## config.mk

```make
export PLATFORM = sky130hd
export DESIGN_NAME = mgmt_cmd_sequencer_flat
export DESIGN_NICKNAME = d
export VERILOG_FILES = /design/src/rtl/mgmt_cmd_sequencer_if.sv /design/src/rtl/mgmt_cmd_sequencer.sv /design/src/flat_wrapper.sv
export SDC_FILE = /design/constraint.sdc
export NUM_CORES = 1
export LEC_CHECK = 0
export BUFFER_PORTS_ARGS = -buffer_cell sky130_fd_sc_hd__buf_2
export CAP_MARGIN = 20
export CORE_MARGIN = 2
export CORE_UTILIZATION = 55
export DETAILED_ROUTE_END_ITERATION = 8
export PLACE_DENSITY = 0.74
export SLEW_MARGIN = 10
export SYNTH_ARGS = -nofsm -noshare
export SYNTH_HDL_FRONTEND = slang
export SYNTH_SLANG_ARGS = --single-unit
```

## constraint.sdc

```tcl
create_clock -name clock -period 9.5 [get_ports clock]
set_input_delay 1.9 -clock clock [delete_from_list [all_inputs] [get_ports clock]]
set_output_delay 1.9 -clock clock [all_outputs]
set_load 0.01 [all_outputs]
```

## src/rtl/mgmt_cmd_sequencer_if.sv

```systemverilog
// rtl/mgmt_cmd_sequencer_if.sv - script load, control and command/response bundle for mgmt_cmd_sequencer
// master = host/test controller side, slave = sequencer side.
interface mgmt_cmd_sequencer_if #(
  parameter int AW = 3
);
  logic          wr_en;
  logic [31:0]   wr_cc;
  logic [32:0]   wr_param;
  logic [31:0]   wr_exp_rc;
  logic          clear;
  logic          go;
  logic          abort;
  logic [31:0]   tpm_rc;
  logic [31:0]   tpm_cc;
  logic [32:0]   cmd_param;
  logic          keyStart_n;
  logic          busy;
  logic          done;
  logic          full;
  logic [AW:0]   entry_count;
  logic [AW:0]   pass_count;
  logic [AW:0]   fail_count;
  logic [AW-1:0] first_fail_idx;
  logic [31:0]   last_rc;

  modport master (
    output wr_en, wr_cc, wr_param, wr_exp_rc, clear, go, abort, tpm_rc,
    input  tpm_cc, cmd_param, keyStart_n, busy, done, full,
           entry_count, pass_count, fail_count, first_fail_idx, last_rc
  );

  modport slave (
    input  wr_en, wr_cc, wr_param, wr_exp_rc, clear, go, abort, tpm_rc,
    output tpm_cc, cmd_param, keyStart_n, busy, done, full,
           entry_count, pass_count, fail_count, first_fail_idx, last_rc
  );
endinterface

```

## src/rtl/mgmt_cmd_sequencer.sv

```systemverilog
// rtl/mgmt_cmd_sequencer.sv - scripted command replay with response checking for the management module
// Entries are issued as ISSUE(1) + WAIT(WAIT_CYCLES) + CHECK(1), so strobes are WAIT_CYCLES+2 apart.
module mgmt_cmd_sequencer #(
  parameter int DEPTH       = 8,
  parameter int AW          = 3,
  parameter int WAIT_CYCLES = 16
) (
  input  logic                 clock,
  input  logic                 reset_n,
  mgmt_cmd_sequencer_if.slave  bus
);
  typedef enum logic [2:0] {S_IDLE, S_ISSUE, S_WAIT, S_CHECK, S_DONE} state_t;

  localparam int             WW        = (WAIT_CYCLES > 1) ? $clog2(WAIT_CYCLES) : 1;
  localparam logic [WW-1:0]  WAIT_LOAD = WW'(WAIT_CYCLES - 1);
  localparam logic [WW-1:0]  WAIT_ONE  = WW'(1);
  localparam logic [AW:0]    CNT_ONE   = (AW+1)'(1);
  localparam logic [AW:0]    CNT_DEPTH = (AW+1)'(DEPTH);
  localparam logic [AW-1:0]  IDX_ONE   = AW'(1);

  state_t        state, next_state;
  logic [31:0]   cc_mem    [DEPTH];
  logic [32:0]   param_mem [DEPTH];
  logic [31:0]   exp_mem   [DEPTH];
  logic [AW-1:0] idx;
  logic [WW-1:0] wait_cnt;
  logic [AW:0]   entry_count, pass_count, fail_count;
  logic [AW-1:0] first_fail_idx;
  logic [31:0]   tpm_cc, last_rc;
  logic [32:0]   cmd_param;
  logic          key_start_n, busy, done;
  logic          idle_or_done, in_run, full, do_wr, last_entry, rc_match, wait_over;

  assign idle_or_done = (state == S_IDLE) || (state == S_DONE);
  assign in_run       = (state == S_ISSUE) || (state == S_WAIT) || (state == S_CHECK);
  assign full         = (entry_count == CNT_DEPTH);
  assign do_wr        = !bus.clear && !bus.abort && !bus.go && bus.wr_en && idle_or_done && !full;
  assign last_entry   = ({1'b0, idx} == (entry_count - CNT_ONE));
  assign rc_match     = (bus.tpm_rc == exp_mem[idx]);
  assign wait_over    = (wait_cnt == '0);

  // Script storage carries no reset; its contents are only meaningful below entry_count.
  always_ff @(posedge clock) begin
    if (do_wr) begin
      cc_mem[entry_count[AW-1:0]]    <= bus.wr_cc;
      param_mem[entry_count[AW-1:0]] <= bus.wr_param;
      exp_mem[entry_count[AW-1:0]]   <= bus.wr_exp_rc;
    end
  end

  always_ff @(posedge clock or negedge reset_n) begin
    if (!reset_n) begin
      state <= S_IDLE;
    end else begin
      state <= next_state;
    end
  end

  always_comb begin
    next_state = state;
    if (bus.clear) begin
      next_state = S_IDLE;
    end else if (bus.abort) begin
      if (in_run) next_state = S_IDLE;
    end else begin
      case (state)
        S_IDLE, S_DONE: if (bus.go) next_state = (entry_count != '0) ? S_ISSUE : S_DONE;
        S_ISSUE:        next_state = S_WAIT;
        S_WAIT:         if (wait_over) next_state = S_CHECK;
        S_CHECK:        next_state = last_entry ? S_DONE : S_ISSUE;
        default:        next_state = S_IDLE;
      endcase
    end
  end

  always_comb begin
    key_start_n = (state != S_ISSUE);
    busy        = in_run;
    done        = (state == S_DONE);
  end

  // Abort suppresses every datapath update, which is what drops an in-flight CHECK.
  always_ff @(posedge clock or negedge reset_n) begin
    if (!reset_n) begin
      entry_count    <= '0;
      pass_count     <= '0;
      fail_count     <= '0;
      first_fail_idx <= '0;
      idx            <= '0;
      wait_cnt       <= '0;
      tpm_cc         <= '0;
      cmd_param      <= '0;
      last_rc        <= '0;
    end else if (bus.clear) begin
      entry_count    <= '0;
      pass_count     <= '0;
      fail_count     <= '0;
      first_fail_idx <= '0;
    end else if (!bus.abort) begin
      if (do_wr) entry_count <= entry_count + CNT_ONE;
      case (state)
        S_IDLE, S_DONE: begin
          if (bus.go) begin
            pass_count     <= '0;
            fail_count     <= '0;
            first_fail_idx <= '0;
            idx            <= '0;
            if (entry_count != '0) begin
              tpm_cc    <= cc_mem[0];
              cmd_param <= param_mem[0];
            end
          end
        end
        S_ISSUE: wait_cnt <= WAIT_LOAD;
        S_WAIT:  if (!wait_over) wait_cnt <= wait_cnt - WAIT_ONE;
        S_CHECK: begin
          last_rc <= bus.tpm_rc;
          if (rc_match) begin
            pass_count <= pass_count + CNT_ONE;
          end else begin
            fail_count <= fail_count + CNT_ONE;
            if (fail_count == '0) first_fail_idx <= idx;
          end
          if (!last_entry) begin
            idx       <= idx + IDX_ONE;
            tpm_cc    <= cc_mem[idx + IDX_ONE];
            cmd_param <= param_mem[idx + IDX_ONE];
          end
        end
        default: ;
      endcase
    end
  end

  assign bus.tpm_cc         = tpm_cc;
  assign bus.cmd_param      = cmd_param;
  assign bus.keyStart_n     = key_start_n;
  assign bus.busy           = busy;
  assign bus.done           = done;
  assign bus.full           = full;
  assign bus.entry_count    = entry_count;
  assign bus.pass_count     = pass_count;
  assign bus.fail_count     = fail_count;
  assign bus.first_fail_idx = first_fail_idx;
  assign bus.last_rc        = last_rc;
endmodule

```

## src/flat_wrapper.sv

```systemverilog
// flat-port wrapper written by rule: the top's interface ports become plain ports
module mgmt_cmd_sequencer_flat 
#(
  parameter int DEPTH       = 8,
  parameter int AW          = 3,
  parameter int WAIT_CYCLES = 16
)
  (clock, reset_n, bus_wr_en, bus_wr_cc, bus_wr_param, bus_wr_exp_rc, bus_clear, bus_go, bus_abort, bus_tpm_rc, bus_tpm_cc, bus_cmd_param, bus_keyStart_n, bus_busy, bus_done, bus_full, bus_entry_count, bus_pass_count, bus_fail_count, bus_first_fail_idx, bus_last_rc);
  mgmt_cmd_sequencer_if #(.AW(AW)) bus_i ();
  input  logic clock;
  input  logic reset_n;
  input wire logic [$bits(bus_i.wr_en)-1:0] bus_wr_en;
  input wire logic [$bits(bus_i.wr_cc)-1:0] bus_wr_cc;
  input wire logic [$bits(bus_i.wr_param)-1:0] bus_wr_param;
  input wire logic [$bits(bus_i.wr_exp_rc)-1:0] bus_wr_exp_rc;
  input wire logic [$bits(bus_i.clear)-1:0] bus_clear;
  input wire logic [$bits(bus_i.go)-1:0] bus_go;
  input wire logic [$bits(bus_i.abort)-1:0] bus_abort;
  input wire logic [$bits(bus_i.tpm_rc)-1:0] bus_tpm_rc;
  output wire logic [$bits(bus_i.tpm_cc)-1:0] bus_tpm_cc;
  output wire logic [$bits(bus_i.cmd_param)-1:0] bus_cmd_param;
  output wire logic [$bits(bus_i.keyStart_n)-1:0] bus_keyStart_n;
  output wire logic [$bits(bus_i.busy)-1:0] bus_busy;
  output wire logic [$bits(bus_i.done)-1:0] bus_done;
  output wire logic [$bits(bus_i.full)-1:0] bus_full;
  output wire logic [$bits(bus_i.entry_count)-1:0] bus_entry_count;
  output wire logic [$bits(bus_i.pass_count)-1:0] bus_pass_count;
  output wire logic [$bits(bus_i.fail_count)-1:0] bus_fail_count;
  output wire logic [$bits(bus_i.first_fail_idx)-1:0] bus_first_fail_idx;
  output wire logic [$bits(bus_i.last_rc)-1:0] bus_last_rc;
  assign bus_i.wr_en = bus_wr_en;
  assign bus_i.wr_cc = bus_wr_cc;
  assign bus_i.wr_param = bus_wr_param;
  assign bus_i.wr_exp_rc = bus_wr_exp_rc;
  assign bus_i.clear = bus_clear;
  assign bus_i.go = bus_go;
  assign bus_i.abort = bus_abort;
  assign bus_i.tpm_rc = bus_tpm_rc;
  assign bus_tpm_cc = bus_i.tpm_cc;
  assign bus_cmd_param = bus_i.cmd_param;
  assign bus_keyStart_n = bus_i.keyStart_n;
  assign bus_busy = bus_i.busy;
  assign bus_done = bus_i.done;
  assign bus_full = bus_i.full;
  assign bus_entry_count = bus_i.entry_count;
  assign bus_pass_count = bus_i.pass_count;
  assign bus_fail_count = bus_i.fail_count;
  assign bus_first_fail_idx = bus_i.first_fail_idx;
  assign bus_last_rc = bus_i.last_rc;
  mgmt_cmd_sequencer #(.DEPTH(DEPTH), .AW(AW), .WAIT_CYCLES(WAIT_CYCLES)) u_core (.clock(clock), .reset_n(reset_n), .bus(bus_i));
endmodule
```

# Word-level counts from Yosys, hierarchy flattened
# Memory sizes are Yosys's and may differ from the RTL's.
# Index checks and enable logic that the tools add are counted.
[word_totals] register_bits=122 ram_bits=776 input_bits=135 output_inout_bits=116 elab_cells=111 memories=3
[mem_list] memory="u_core.param_mem" words=8 width=33 rd=2 rd_ports_with_merged_regs=0 wr=1 line_no="mgmt_cmd_sequencer.sv:23" rtl="logic [32:0] param_mem [DEPTH];"
[mem_list] memory="u_core.cc_mem" words=8 width=32 rd=2 rd_ports_with_merged_regs=0 wr=1 line_no="mgmt_cmd_sequencer.sv:22" rtl="logic [31:0] cc_mem [DEPTH];"
[mem_list] memory="u_core.exp_mem" words=8 width=32 rd=1 rd_ports_with_merged_regs=0 wr=1 line_no="mgmt_cmd_sequencer.sv:24" rtl="logic [31:0] exp_mem [DEPTH];"
[op_classes] add_sub_neg=6 eq_ne=20 muxes=40 bitwise=2 n_reduce_logical=30
[op_table] operator="33-bit two-way mux" n=3
[op_table] operator="32-bit two-way mux" n=3
[op_table] operator="33-bit one-hot mux with 2 select lines" n=1
[op_table] operator="32-bit one-hot mux with 2 select lines" n=1
[op_table] operator="4-bit two-way mux" n=11
[op_table] operator="3-bit two-way mux" n=13
[op_table] operator="32-bit equality test" n=1
[op_table] operator="4-bit one-hot mux with 2 select lines" n=3
[op_table] operator="4-bit by 1-bit adder with 4-bit output, second input constant" n=3
[op_table] operator="3-bit one-hot mux with 2 select lines" n=2
[op_table] operator="3-bit one-hot mux with 4 select lines" n=1
[op_table] operator="4-bit AND reduction" n=3
[op_table] operator="5-bit AND reduction" n=2
[op_table] operator="3-bit inequality test, second input constant" n=3
[op_table] operator="4-bit zero test" n=2
[op_table] operator="2-bit inequality test, second input constant" n=4
[op_table] operator="4-bit by 1-bit subtractor with 4-bit output, second input constant" n=2
[op_table] operator="3-bit by 2-bit equality test with 1-bit output, second input constant" n=2
[op_table] operator="3-bit by 2-bit inequality test with 1-bit output, second input constant" n=2
[op_table] operator="3-bit AND reduction" n=2
[op_table] operator="6-bit AND reduction" n=1
[op_table] operator="2-bit nonzero test" n=3
[op_table] operator="1-bit logical AND" n=5
[op_table] operator="3-bit by 4-bit equality test with 1-bit output" n=1
[op_table] operator="17 further kinds" n=24

# Logic depth before layout (Yosys ltp)
[logic_depth] ltp_word=9 ltp_mapped=13 mapped_depth_nobuf=10

# Least setup slack after synthesis
# Ideal clock, no wire load.
[synth_timing] kind="input -> register" start="input port bus_abort" end="memory u_core.cc_mem[0][0] (enable)" setup_ns=0.671 t_arrival_ns=9.199 t_required_ns=8.829 setup_slack_ns=-0.370 stages=5 n_path_buf=0 cell_sequence="nor2_1 -> nand3_1 -> nor2_1 -> nand2_1 -> nor3_1"
[synth_via] elab_chain_cells=8
[synth_lines] item="start: declaration" line_no="flat_wrapper.sv:18" rtl="input wire logic [$bits(bus_i.abort)-1:0] bus_abort;"
[synth_lines] item="1-bit zero test" line_no="mgmt_cmd_sequencer.sv:37" rtl="assign do_wr = !bus.clear && !bus.abort && !bus.go && bus.wr_en && idle_or_done && !full;"
[synth_lines] item="1-bit logical AND (5 in series)" line_no="mgmt_cmd_sequencer.sv:37"
[synth_lines] item="1-bit two-way mux" line_no="mgmt_cmd_sequencer.sv:44" rtl="if (do_wr) begin"
[synth_lines] item="1-bit two-way mux (implied by the code)" line_no="mgmt_cmd_sequencer.sv:45" rtl="cc_mem[entry_count[AW-1:0]] <= bus.wr_cc;"
[synth_lines] item="end: declaration" line_no="mgmt_cmd_sequencer.sv:22"
# Every way passes these cells.

# Final worst setup path
[layout_timing] start="register u_core.idx[1]" end="register u_core.pass_count[0], in the netlist u_core.bus.pass_count[0]"
[layout_via] elab_chain_cells=4
[layout_lines] item="start: declaration" line_no="mgmt_cmd_sequencer.sv:25" rtl="logic [AW-1:0] idx;"
[layout_lines] item="start signal: assignment" line_no="mgmt_cmd_sequencer.sv:125" rtl="idx <= idx + IDX_ONE;"
[layout_lines] item="memory read 8 x 32 bit"
[layout_lines] item="32-bit equality test" line_no="mgmt_cmd_sequencer.sv:39" rtl="assign rc_match = (bus.tpm_rc == exp_mem[idx]);"
[layout_lines] item="3-bit by 2-bit inequality test with 1-bit output (no line)"
[layout_lines] item="4-bit AND reduction (no line)"
[layout_lines] item="end signal: assignment" line_no="mgmt_cmd_sequencer.sv:119" rtl="pass_count <= pass_count + CNT_ONE;"
[layout_lines] item="end: declaration" line_no="mgmt_cmd_sequencer.sv:27" rtl="logic [AW:0] entry_count, pass_count, fail_count;"
# Every way passes these cells.
# A chain may end at the register's enable or synchronous reset.

==> Flow_metrics.wiki <==
{| class="wikitable"
! Metric !! Value
|-
| Routability-driven placement congestion ratio || roughly 0.84
|-
| Hold buffers post-CTS || 0
|-
| Vias after detailed routing || roughly 18000
|-
| Total power per unit cell area || 206 nW/um^2
|-
| Max-cap check violation count || 0
|-
| Syn. warnings || 0
|-
| Largest clock skew in the final design || around 0.02 ns
|-
| Syn_nets || ~2100
|-
| Cells after Synth || just under 2000
|-
| Largest fanout of any net on the critical path || 44
|-
| Maximum single-stage delay on the critical path || 0.83 ns
|-
| Global-route wire length before repair || 114 mm
|-
| Total detailed-routing wirelength || about 75 mm
|-
| Starting utilization of the core area || between 50% and 60%
|-
| Post-detailed-route wirelength per cell || 24.2 um
|-
| Max-slew violations || 0
|-
| Most area-consuming cells after synthesis || sky130_fd_sc_hd__edfxtp_1 (66%), sky130_fd_sc_hd__dfrtp_1 (8.7%), sky130_fd_sc_hd__mux4_2 (8.6%)
|-
| Setup repair after global routing missed its margin || no
|-
| Number of detailed-routing iterations run before antenna repair || 5
|-
| Max rail drop VDD || about 0.00016 V
|-
| Portion of synthesized cell area occupied by the leading cell type || about two thirds
|-
| Layout area overhead || 14.5%
|-
| Buf/Inv on CP || 1
|-
| Cells resized by post-CTS repair || 0
|-
| Leakage power total || 13.6 nW
|-
| Number of CTS-inserted buffers || a little under 90
|-
| Fraction of layout cells with a size suffix above 1 || between 20% and 30%
|-
| Share of synthesized cell area in full adder, half adder and majority cells || less than 1%
|-
| H-tree level count || 3
|-
| Fraction of the cycle the final worst path needs || about half
|-
| Endpoint arrival time on the critical path || 5.39 ns
|-
| Number of routed nets with antenna violations || 0
|-
| Kind of cell adding the most delay to the critical path || simple AND/OR/NAND/NOR gates
|-
| TritonCTS clock tree || yes
|-
| Rows || 92
|-
| Levels on crit path || 9
|-
| Number of filler instances in the final layout || around 4300
|-
| Setup violations, final || 0
|-
| Dominant combinational cell family by area after synthesis || multiplexers
|-
| Cell depth of the worst flop-to-flop path || 9
|-
| Die span in y || 257 um
|-
| Synthesized-area fraction occupied by ao, oa, aoi and oai cells || 4.57%
|-
| Critical path start-end classification || flop to flop
|-
| Pre-CTS worst setup slack || 4.18 ns
|-
| Basic-gate share of the synthesized area counting and, or, nand and nor cells || between 3 and 4%
|-
| Commonest non-fill, non-tap cell in the layout || sky130_fd_sc_hd__edfxtp_1
|-
| Final critical-path required period || ~4.8 ns
|-
| Cell area after synthesis || ~35000 sq um
|-
| Kind of path behind the tightest hold check || flop to flop
|-
| Maximum number of pins on one net before global-route repair || roughly 110
|-
| Mean instance size in the synthesized netlist || between 15 and 20 sq um
|-
| DRC violations left || 0
|-
| Post-route core utilization || between 60 and 70%
|-
| Latest clock arrival within the worst-skew pair || approximately 0.63 ns
|-
| Most frequent cells in the layout || sky130_fd_sc_hd__edfxtp_1 (776), sky130_fd_sc_hd__buf_2 (249), sky130_fd_sc_hd__mux2i_1 (185)
|-
| Synthesis-stage register bit count || about 900
|-
| Type of element capturing the critical path || flop
|-
| I/O pins || between 200 and 300
|-
| Area taken by multi-input logic gates || around 8400 sq um
|-
| Floorplan core area || 63200 sq um
|-
| Count of cells along the worst hold path || 2
|-
| Peak Freq || 208 MHz
|-
| Async set-reset flop share out of synthesis || ~14%
|-
| Full die area || 66100 sq um
|-
| Detailed Route Iter0 Violations || 1680
|-
| Dominant register cell in the synthesized netlist || sky130_fd_sc_hd__edfxtp_1
|-
| Required @ worst endpoint || 10.08 ns
|-
| Post-synth EDFFs || 776
|-
| Cells traversed along the worst timing path || buf_4 > and2_1 > nand2_1 > a31o_2 > a211oi_1 > nand4_1 > nor4_4 > nor4b_2 > mux2_2
|-
| Crit path launch type || flop
|-
| Root buffer selected by CTS || sky130_fd_sc_hd__clkbuf_16
|-
| Post-Route Setup TNS || 0 ns
|-
| Fraction of synthesized area in multiplexers || about 15%
|-
| Most area-hungry cell type in the Yosys netlist || sky130_fd_sc_hd__edfxtp_1
|-
| Buffers added on ports || 250
|-
| Width of the die || between 200 and 300 um
|-
| Post-synthesis sequential area ratio || 74.8%
|-
| Buffer levels on the longest clock path || 3
|-
| Clock-pin transition on the worst setup and hold timing paths || about 0.06 ns
|-
| PnR worst setup slack || 4.69 ns
|-
| Number of unique standard cell types used by synthesis || 57
|-
| Worst slew margin relative to its limit || between 20% and 30%
|-
| Clock net sink count || ~900
|-
| Register area || roughly 26000 sq um
|-
| Number of antenna violations at the first check in global routing || 16
|-
| Slowest cell on crit path || sky130_fd_sc_hd__dfrtp_4
|-
| Via count of the first global-routing pass || between 15000 and 20000
|-
| Status || complete, no violations
|-
| Final hold vios || 0
|-
| Layout net count || roughly 2300
|-
| Total overflow reported by the global router || 0
|-
| Transition time of the tightest slew-check pin || between 1 and 1.5 ns
|-
| Gr usage total || a little under a quarter
|-
| Number of buffers added for setup after CTS || 0
|-
| Xor and xnor fraction of the mapped netlist area || less than 1%
|-
| Sum of net half-perimeters after detailed placement || between 40 and 50 mm
|-
| Drt via density || roughly 5.9
|}
[logic make-up (layout without fill, tap and decap cells)]
family                     count (synthesis)  in the layout
AOI/OAI and AO/OA                        259            259
other                                      0              6
DFF                                      898            898
adders and majority gates                  7              7
xor gates and xnor gates                  10             10
buffers and inverters                    120            468
muxes                                    354            354
and+or+nand+nor                          274            274
[tightest hold or removal path: stages, from the launching register on]
cell                      delay, ns
sky130_fd_sc_hd__dfrtp_1       0.33
sky130_fd_sc_hd__nand2_1       0.04
sky130_fd_sc_hd__o21ai_0       0.06
[layout make-up]
type / instances / area share (%)
Sequential cell: 898 / 65.4
Multi-Input combinational cell: 904 / 20.9
Clock buffer: 129 / 6.38
Timing Repair Buffer: 284 / 3.83
Tap cell: 846 / 2.63
Clock inverter: 37 / 0.642
Inverter: 18 / 0.168
Antenna cell: 6 / 0.0372
[report_power, final]
part	internal, mW	leakage (nW)	switching [mW]
combinational	0.166	3.69	0.271
sequential	4.42	8.56	0.0839
clock	1.96	1.40	1.41
[metal layers]
layer  share of wire, %  global-route usage [%]  vias up
met2                 49                    37.1      714
met5               0.14                       0        -
met4                1.8                    6.41       18
met1                 42                    32.0     9453
li1                   -                       -     8202
met3                7.7                    4.76      110
[per-stage QoR]
step	cell area, sq um	total power [mW]	hold WS (ns)	std cells
6_report	40300	8.31	0.474	3122
5_1_grt	40300	8.58	0.506	3119
4_1_cts	40200	8.37	0.479	3114
3_5_place_dp	37400	5.02	0.466	2948
3_3_place_gp	37400	5.00	0.460	2947
2_1_floorplan	35200	4.75	0.500	1922
[cell usage after synthesis (all sizes together) (6+ instances only)]
| master | number |
|---|---|
| nand3 | 8 |
| ha | 7 |
| dfrtp | 122 |
| o21a | 7 |
| nor3 | 18 |
| a21oi | 80 |
| a22o | 25 |
| a22oi | 28 |
| xnor2 | 8 |
| nand2 | 108 |
| mux2 | 33 |
| nor2 | 84 |
| nand4 | 11 |
| mux2i | 185 |
| mux4 | 136 |
| edfxtp | 776 |
| inv | 18 |
| or3 | 6 |
| and3 | 9 |
| clkbuf | 50 |
| buf | 52 |
| a31o | 8 |
| o21ai | 78 |
[path summary, 6_finish.rpt]
| check | endpoint | slack (ns) | from |
|---|---|---|---|
| setup / recovery | u_core.bus.pass_count[0] | 4.69 | u_core.idx[1] |
| hold / removal | u_core.bus.cmd_param[10] | 0.47 | u_core.bus.cmd_param[10] |
| setup reg to reg | u_core.bus.pass_count[0] | 4.69 | u_core.idx[1] |
| hold reg to reg | u_core.bus.cmd_param[10] | 0.47 | u_core.bus.cmd_param[10] |
| max in group asynchronous | u_core.idx[2] | 6.72 | reset_n |
| min in group asynchronous | u_core.bus.last_rc[4] | 1.28 | reset_n |
[flip-flops by register name (all words and copies together) (netlist names)]
name,flops
u_core.idx,3
u_core.bus.entry_count,4
u_core.exp_mem,256
u_core.bus.tpm_cc,32
u_core.bus.fail_count,4
u_core.bus.last_rc,32
u_core.cc_mem,256
u_core.param_mem,264
u_core.bus.pass_count,4
u_core.state,3
u_core.wait_cnt,4
u_core.bus.cmd_param,33
u_core.bus.first_fail_idx,3
(Power assumes the default switching activity.)
